`src/rtl/riscv_lsu_mem.sv`:
```
// riscv_lsu_mem: handshaked MEM-stage load/store engine with byte enables,
// store-data alignment, load extraction/extension and misalign trapping.
module riscv_lsu_mem #(
    parameter int AddressWidth_dmem = 30,
    parameter int DataWidth = 32,
    parameter int ReadLatency = 1
) (
    input  logic                         clk,
    input  logic                         rst,
    input  logic                         req_valid,
    output logic                         req_ready,
    input  logic                         req_we,
    input  logic [1:0]                   req_size,
    input  logic                         req_unsigned,
    input  logic [31:0]                  req_addr,
    input  logic [DataWidth-1:0]         req_wdata,
    input  logic [4:0]                   req_rd,
    output logic                         stall,
    output logic                         resp_valid,
    output logic                         resp_load,
    output logic                         resp_misalign,
    output logic [DataWidth-1:0]         resp_data,
    output logic [4:0]                   resp_rd,
    output logic [AddressWidth_dmem-1:0] dmem_address0,
    output logic                         dmem_ce0,
    output logic                         dmem_we0,
    output logic [DataWidth/8-1:0]       dmem_be0,
    output logic [DataWidth-1:0]         dmem_d0,
    input  logic [DataWidth-1:0]         dmem_q0
);
    localparam int ByteLanes = DataWidth / 8;
    localparam int OffW = $clog2(ByteLanes);
    localparam int CntW = $clog2(ReadLatency + 1);

    typedef enum logic [1:0] {IDLE, ISSUE, WAIT, RESP} lsuStateT;

    lsuStateT state, nextState;
    logic weQ, unsQ;
    logic [1:0] sizeQ;
    logic [OffW-1:0] offQ, off;
    logic [4:0] rdQ;
    logic [CntW-1:0] cnt;
    logic misalign, lastWait, accept, loadSign;
    logic [ByteLanes-1:0] sizeMask, be;
    logic [DataWidth-1:0] laneMask, wdataAligned, loadShifted, keepMask, loadExt;

    always_comb begin
        off = req_addr[OffW-1:0];
        misalign = (req_size == 2'd1 & req_addr[0]) | (req_size == 2'd2 & (|req_addr[1:0]))
                 | (req_size == 2'd3 & ((DataWidth == 32) | (|req_addr[2:0])));
        sizeMask = req_size == 2'd0 ? ByteLanes'(8'h01) : req_size == 2'd1 ? ByteLanes'(8'h03)
                 : req_size == 2'd2 ? ByteLanes'(8'h0F) : ByteLanes'(8'hFF);
        be = req_we ? sizeMask << off : '0;
        laneMask = '0;
        for (int i = 0; i < ByteLanes; i++) laneMask[8*i +: 8] = {8{be[i]}};
        wdataAligned = (req_wdata << {off, 3'b000}) & laneMask;
        loadShifted = dmem_q0 >> {offQ, 3'b000};
        // keepMask is all ones for the full-width access, so it is never extended
        keepMask = sizeQ == 2'd0 ? DataWidth'(64'hFF) : sizeQ == 2'd1 ? DataWidth'(64'hFFFF)
                 : sizeQ == 2'd2 ? DataWidth'(64'hFFFF_FFFF) : '1;
        loadSign = ~unsQ & (sizeQ == 2'd0 ? loadShifted[7] : sizeQ == 2'd1 ? loadShifted[15] : loadShifted[31]);
        loadExt = (loadShifted & keepMask) | ({DataWidth{loadSign}} & ~keepMask);
        lastWait = cnt == CntW'(ReadLatency - 1);
        accept = state == IDLE & req_valid;
        req_ready = state == IDLE;
        stall = state == ISSUE | state == WAIT | accept;
    end

    always_comb begin
        nextState = state;
        case (state)
            IDLE:    nextState = req_valid ? (misalign ? RESP : ISSUE) : IDLE;
            ISSUE:   nextState = weQ ? RESP : WAIT;
            WAIT:    nextState = lastWait ? RESP : WAIT;
            default: nextState = IDLE;
        endcase
    end

    always_ff @(posedge clk) begin
        if (!rst) state <= IDLE;
        else state <= nextState;
    end

    always_ff @(posedge clk) begin
        if (!rst) begin
            weQ <= 1'b0;
            unsQ <= 1'b0;
            sizeQ <= '0;
            offQ <= '0;
            rdQ <= '0;
            cnt <= '0;
            dmem_ce0 <= 1'b0;
            dmem_we0 <= 1'b0;
            dmem_be0 <= '0;
            dmem_d0 <= '0;
            dmem_address0 <= '0;
            resp_valid <= 1'b0;
            resp_load <= 1'b0;
            resp_misalign <= 1'b0;
            resp_data <= '0;
            resp_rd <= '0;
        end else begin
            dmem_ce0 <= 1'b0;
            dmem_we0 <= 1'b0;
            dmem_be0 <= '0;
            dmem_d0 <= '0;
            dmem_address0 <= '0;
            resp_valid <= 1'b0;
            resp_load <= 1'b0;
            resp_misalign <= 1'b0;
            resp_data <= '0;
            resp_rd <= '0;
            if (accept) begin
                weQ <= req_we;
                unsQ <= req_unsigned;
                sizeQ <= req_size;
                offQ <= off;
                rdQ <= req_rd;
                if (misalign) begin
                    resp_valid <= 1'b1;
                    resp_misalign <= 1'b1;
                    resp_load <= ~req_we;
                    resp_rd <= req_rd;
                end else begin
                    dmem_ce0 <= 1'b1;
                    dmem_we0 <= req_we;
                    dmem_be0 <= be;
                    dmem_d0 <= wdataAligned;
                    dmem_address0 <= AddressWidth_dmem'(req_addr >> OffW);
                end
            end
            if (state == ISSUE) begin
                cnt <= '0;
                if (weQ) begin
                    resp_valid <= 1'b1;
                    resp_rd <= rdQ;
                end
            end
            if (state == WAIT) begin
                cnt <= cnt + 1'b1;
                if (lastWait) begin
                    resp_valid <= 1'b1;
                    resp_load <= 1'b1;
                    resp_data <= loadExt;
                    resp_rd <= rdQ;
                end
            end
        end
    end
endmodule

```
`config.mk`:
```
export PLATFORM = sky130hd
export DESIGN_NAME = riscv_lsu_mem
export DESIGN_NICKNAME = d
export VERILOG_FILES = /design/src/rtl/riscv_lsu_mem.sv
export SDC_FILE = /design/constraint.sdc
export NUM_CORES = 1
export LEC_CHECK = 0
export CAP_MARGIN = 10
export CORE_MARGIN = 1.5
export CORE_UTILIZATION = 44
export DETAILED_ROUTE_END_ITERATION = 10
export PLACE_DENSITY = 0.86
export RECOVER_POWER = 50
export SYNTH_ARGS = -nofsm -noshare
export SYNTH_HDL_FRONTEND = slang
export SYNTH_SLANG_ARGS = --single-unit
export TNS_END_PERCENT = 20
```
`constraint.sdc`:
```
create_clock -name clk -period 4.78 [get_ports clk]
set_input_delay 1.434 -clock clk [delete_from_list [all_inputs] [get_ports clk]]
set_output_delay 1.434 -clock clk [all_outputs]
set_load 0.03 [all_outputs]
```
Word level (Yosys, flattened, before mapping)
Cells that the tools add are included.
{ "totals": {"regBits": 122, "in_bits": 108, "out_inout_bits": 110, "wordCells": 84} }
{ "classes": {"addsub": 1, "eq_ne": 6, "shifts": 3, "n_mux": 31, "bitwise_logic": 18, "reduce_logical": 8} }
{ "op_table": {"columns": ["operator", "count"], "rows": [
  ["$and A32 B32 Y32", 3],
  ["$mux W32", 2],
  ["$not A32 Y32", 1],
  ["$or A32 B32 Y32", 1],
  ["$shl A32 B5 Y32", 1],
  ["$shr A32 B5 Y32", 1],
  ["$mux W5", 6],
  ["$mux W1", 17],
  ["$mux W4", 3],
  ["$eq A2 B1 Y1 const B", 3],
  ["$eq A2 B2 Y1 const B", 3],
  ["$logic_not A2 Y1", 3],
  ["$pmux W2 S3", 1],
  ["$reduce_or A3 Y1", 2],
  ["$not A1 Y1", 5],
  ["$and A1 B1 Y1", 4],
  ["$mux W2", 2],
  ["$or A1 B1 Y1", 4],
  ["$shl A4 B2 Y4", 1],
  ["$reduce_and A2 Y1", 1],
  ["$reduce_bool A2 Y1", 1],
  ["$reduce_or A2 Y1", 1],
  ["$add A1 B1 Y1 const B", 1]
]} }

Depth between registers and ports, before layout
Gate-level depths: netlist (run 1).
{ "logic_depth": {"word_depth": 10, "ltp_mapped": 8, "mapped_depth_nobuf": 6} }

Worst setup path before layout (run 1)
OpenSTA, ideal clock, no wires.
{ "synth_path": {"path_type": "input to output", "from": "input req_valid", "to": "output stall", "arrival_ns": 1.766, "required_ns": 3.346, "path_slack_ns": 1.580, "cell_stages": 2, "path_buffers": 0, "path_cell_list": "nand2_1 nand2b_1"} }
{ "synth_between": {"elab_chain_len": 2} }
{ "synth_rtl": {"columns": ["element", "line_no", "source"], "rows": [
  ["start, declared", "10", "input logic req_valid,"],
  ["$and A1 B1 Y1", "64", "accept = state == IDLE & req_valid;"],
  ["$or A1 B1 Y1", "66", "stall = state == ISSUE | state == WAIT | accept;"],
  ["end, declared", "18", "output logic stall,"]
]} }
No other way between the ends.

Worst setup path after layout (run 1)
Ends and elaborated chain as after synthesis.

==> results of run 1 <==
## metrics by stage
step                      std cells  hold slack [ns]  utilization (%)  total power [mW]  area [sq um]
final                           817            0.466             74.7              3.17          7370
after global routing            817            0.498             74.7              3.29          7370
after CTS                       817            0.468             74.9              3.20          7390
after detailed placement        785            0.460             68.8              1.91          6790
after global placement          785            0.449             68.8              1.89          6790
after floorplan                 459            0.441                -              1.59          4520
## sequential cells by signal, indices dropped and copies added, names as in the netlist, 2 cells and up
| signal | count |
|---|---|
| dmem_address0 | 30 |
| dmem_be0 | 4 |
| dmem_d0 | 32 |
| offQ | 2 |
| rdQ | 5 |
| resp_data | 32 |
| resp_rd | 5 |
| sizeQ | 2 |
| state | 2 |
## worst max-delay path: cells and delay by family
family	cells	cell delay, ns
buffers and inverters	2	1.14
AND/OR/NAND/NOR	2	0.14
## where the power goes
| part | leakage (nW) | total (mW) | switching, mW | internal, mW |
|---|---|---|---|---|
| registers | 0.989 | 1.14 | 0.0392 | 1.10 |
| logic | 1.70 | 0.736 | 0.415 | 0.322 |
| clock network | 0.287 | 1.29 | 0.483 | 0.804 |
## area by class of cell
class	instances	share of cell area, %
Clock buffer	17	5.62
Clock inverter	15	2.55
Inverter	8	0.407
Multi-Input combinational cell	296	25.9
Sequential cell	122	33.1
Tap cell	133	2.26
Timing Repair Buffer	226	30.2
## worst max path at each step
stage,from,end,cells past startpoint
final,req_valid,stall,4
after global routing,req_addr[1],dmem_address0[21],7
after CTS,req_valid,stall,4
after detailed placement,req_valid,stall,4
after global placement,req_valid,stall,4
after floorplan,req_valid,stall,2
## routing by layer
metal | GRT usage [%] | vias up | share of wire, %
met5 | 0 | - | 0
met4 | 11.1 | 0 | 2.4
met3 | 7.27 | 28 | 6.3
met2 | 41.7 | 183 | 51
met1 | 26.9 | 1811 | 40
li1 | - | 1977 | -
## layout by cell type (no fill, tap or decap), types with 4 or more instances in the layout
master,n
clkdlybuf4s50_1,183
dfxtp_1,122
nand2_1,66
and2_1,38
dlygate4sd3_1,34
a211oi_1,30
mux2i_1,24
o21ai_0,20
nor2_1,19
nor2b_1,16
a21boi_0,16
clkbuf_16,16
a21oi_1,12
nand3b_1,10
inv_1,8
mux2_2,8
inv_6,6
nand4_1,5
buf_4,5
ha_1,4
clkbuf_1,4
## kinds of logic (layout without fill, tap and decap cells)
kind of cell,count (synthesis),count (layout),synth area share [%]
buffers and inverters,41,266,3.82
flip-flops,122,122,54.0
AND/OR/NAND/NOR,172,172,20.1
XOR/XNOR,1,1,0.194
AO/OA/AOI/OAI,86,86,13.0
multiplexers,33,33,7.80
adder cells (fa/ha/maj),4,4,1.11
==> out/metrics.cfg, run 1 <==
[floorplanning]
start_util_pct=45.8
pin_count=218
die_w_um=104
chipHeight_um=104
row_count=36
core_region_area_sq_um=9860
die_area_sq_um=10900

[yosys]
syn_nets=571
ys_seq_area_share_pct=54.0
synth.avg_cell_area_sq_um=9.85
synth_top_flop_cell=dfxtp_1
synth_edf_count=0
synth_cell_types=39
synth-async-reset-ratio_pct=0
synthTopCellsByCount=122 x dfxtp_1, 66 x nand2_1, 40 x and2_1
ys.warnings.count=0
synth_top_area_share_pct=54.0
synth_area_leaders=dfxtp_1 54%, and2_1 5.5%, nand2_1 5.5%, mux2i_1 5.3%, a211oi_1 5.0%
synthesis.area_sq_um=4520
ys_ff_latch=122
netlist_instances=459
synth_most_common_cell=dfxtp_1
synth_top_cell_by_area=dfxtp_1

[worst_setup_path]
worstPathCellList=clkdlybuf4s50_1 -> nand2_1 -> nand2b_1 -> clkdlybuf4s50_1
worst_ep_required_time_ns=3.35
r2r_start=state[1]
critical_path_peak_fanout=2
timing.rr.end=dmem_address0[21]
cpMaxStageDelayCell=clkdlybuf4s50_1
critPathKind=in2out
r2r_slack_ns=2.54
cpMostUsedCell=clkdlybuf4s50_1
cp.arrival_ns=2.71
cp_slowest_stage_delay_ns=0.66
reg2regPathDepth=8
startpoint_type=input port
endpoint_kind=output pin

[drt]
drtAntennaViolNets=0
wl_um=13000
drt_iter0_drc=169
vias=3999
drt_first_pass_iters=4
via_per_inst=4.89
wire_per_inst_um=15.9
drc=0

[grt]
antenna_found_initial=0
grt_pass1_wl_um=20300
grt_max_degree=45
overflow=0
grt_use_total_pct=24.1
grt_pass1_vias=3943

[finish]
nNetsFinal=783
layout-drive-gt1-share_pct=7.75
syn2layout_area_growth_pct=63.0
multi_input_comb_area_sq_um=1910
ff_latch_area_sq_um=2440
antenna-diode-count=0
nFillCells=666

[placement]
io_buffers=217
dp_hpwl_um=9690
gp_congestion=0.885
dp_slack_ns=0.640

[cts]
clk_pin_slew_ns=0.06
clock-root-buffer=clkbuf_8
cts_buffer_depth=2
cts_buffers=17
cts.sinks=122
ctsHoldBuffers=0
insertion_delay_ns=0.51
cts_setup_buffers=0
cts_tree=yes
cts-htree-levels=4
ctsResizeCount=0

[sta]
max_freq_mhz=241
drv_slew=32
final-hold-violation-count=0
skew_ns=0.0118
finalSetupTns_ns=0
slew-limit-headroom_pct=-0.719
grt_setup_unrepaired=false
fin_ws_ns=0.635
tightest_slew_ns=1.51
min_period_ns=4.15
setup_viol=0
fin_crit_sh_pct=86.7

[power]
p_leak_nw=2.98
power_density_nw_per_um2=430
ir_drop_mv=0.333

[min_path]
holdPathStages=2
hold_path_class=reg2reg
min_to=resp_rd[3]
hold_start=rdQ[3]

[run_status]
status=finished, violations left
violations=max-capacitance violations, max-slew violations

[job]
drv_cap=1

Power figures use the tool's default switching activity.
==> run 2, diff against run 1 <==
- ABC_CLOCK_PERIOD_IN_PS: not set -> 4780
==> results of run 2 <==
The final DEF is identical to that of run 1; final timing and power are the same.
==> run 3, diff against run 2 <==
- SETUP_SLACK_MARGIN: not set -> 0.1
==> results of run 3 <==
The final DEF is identical to that of run 1; final timing and power are the same.
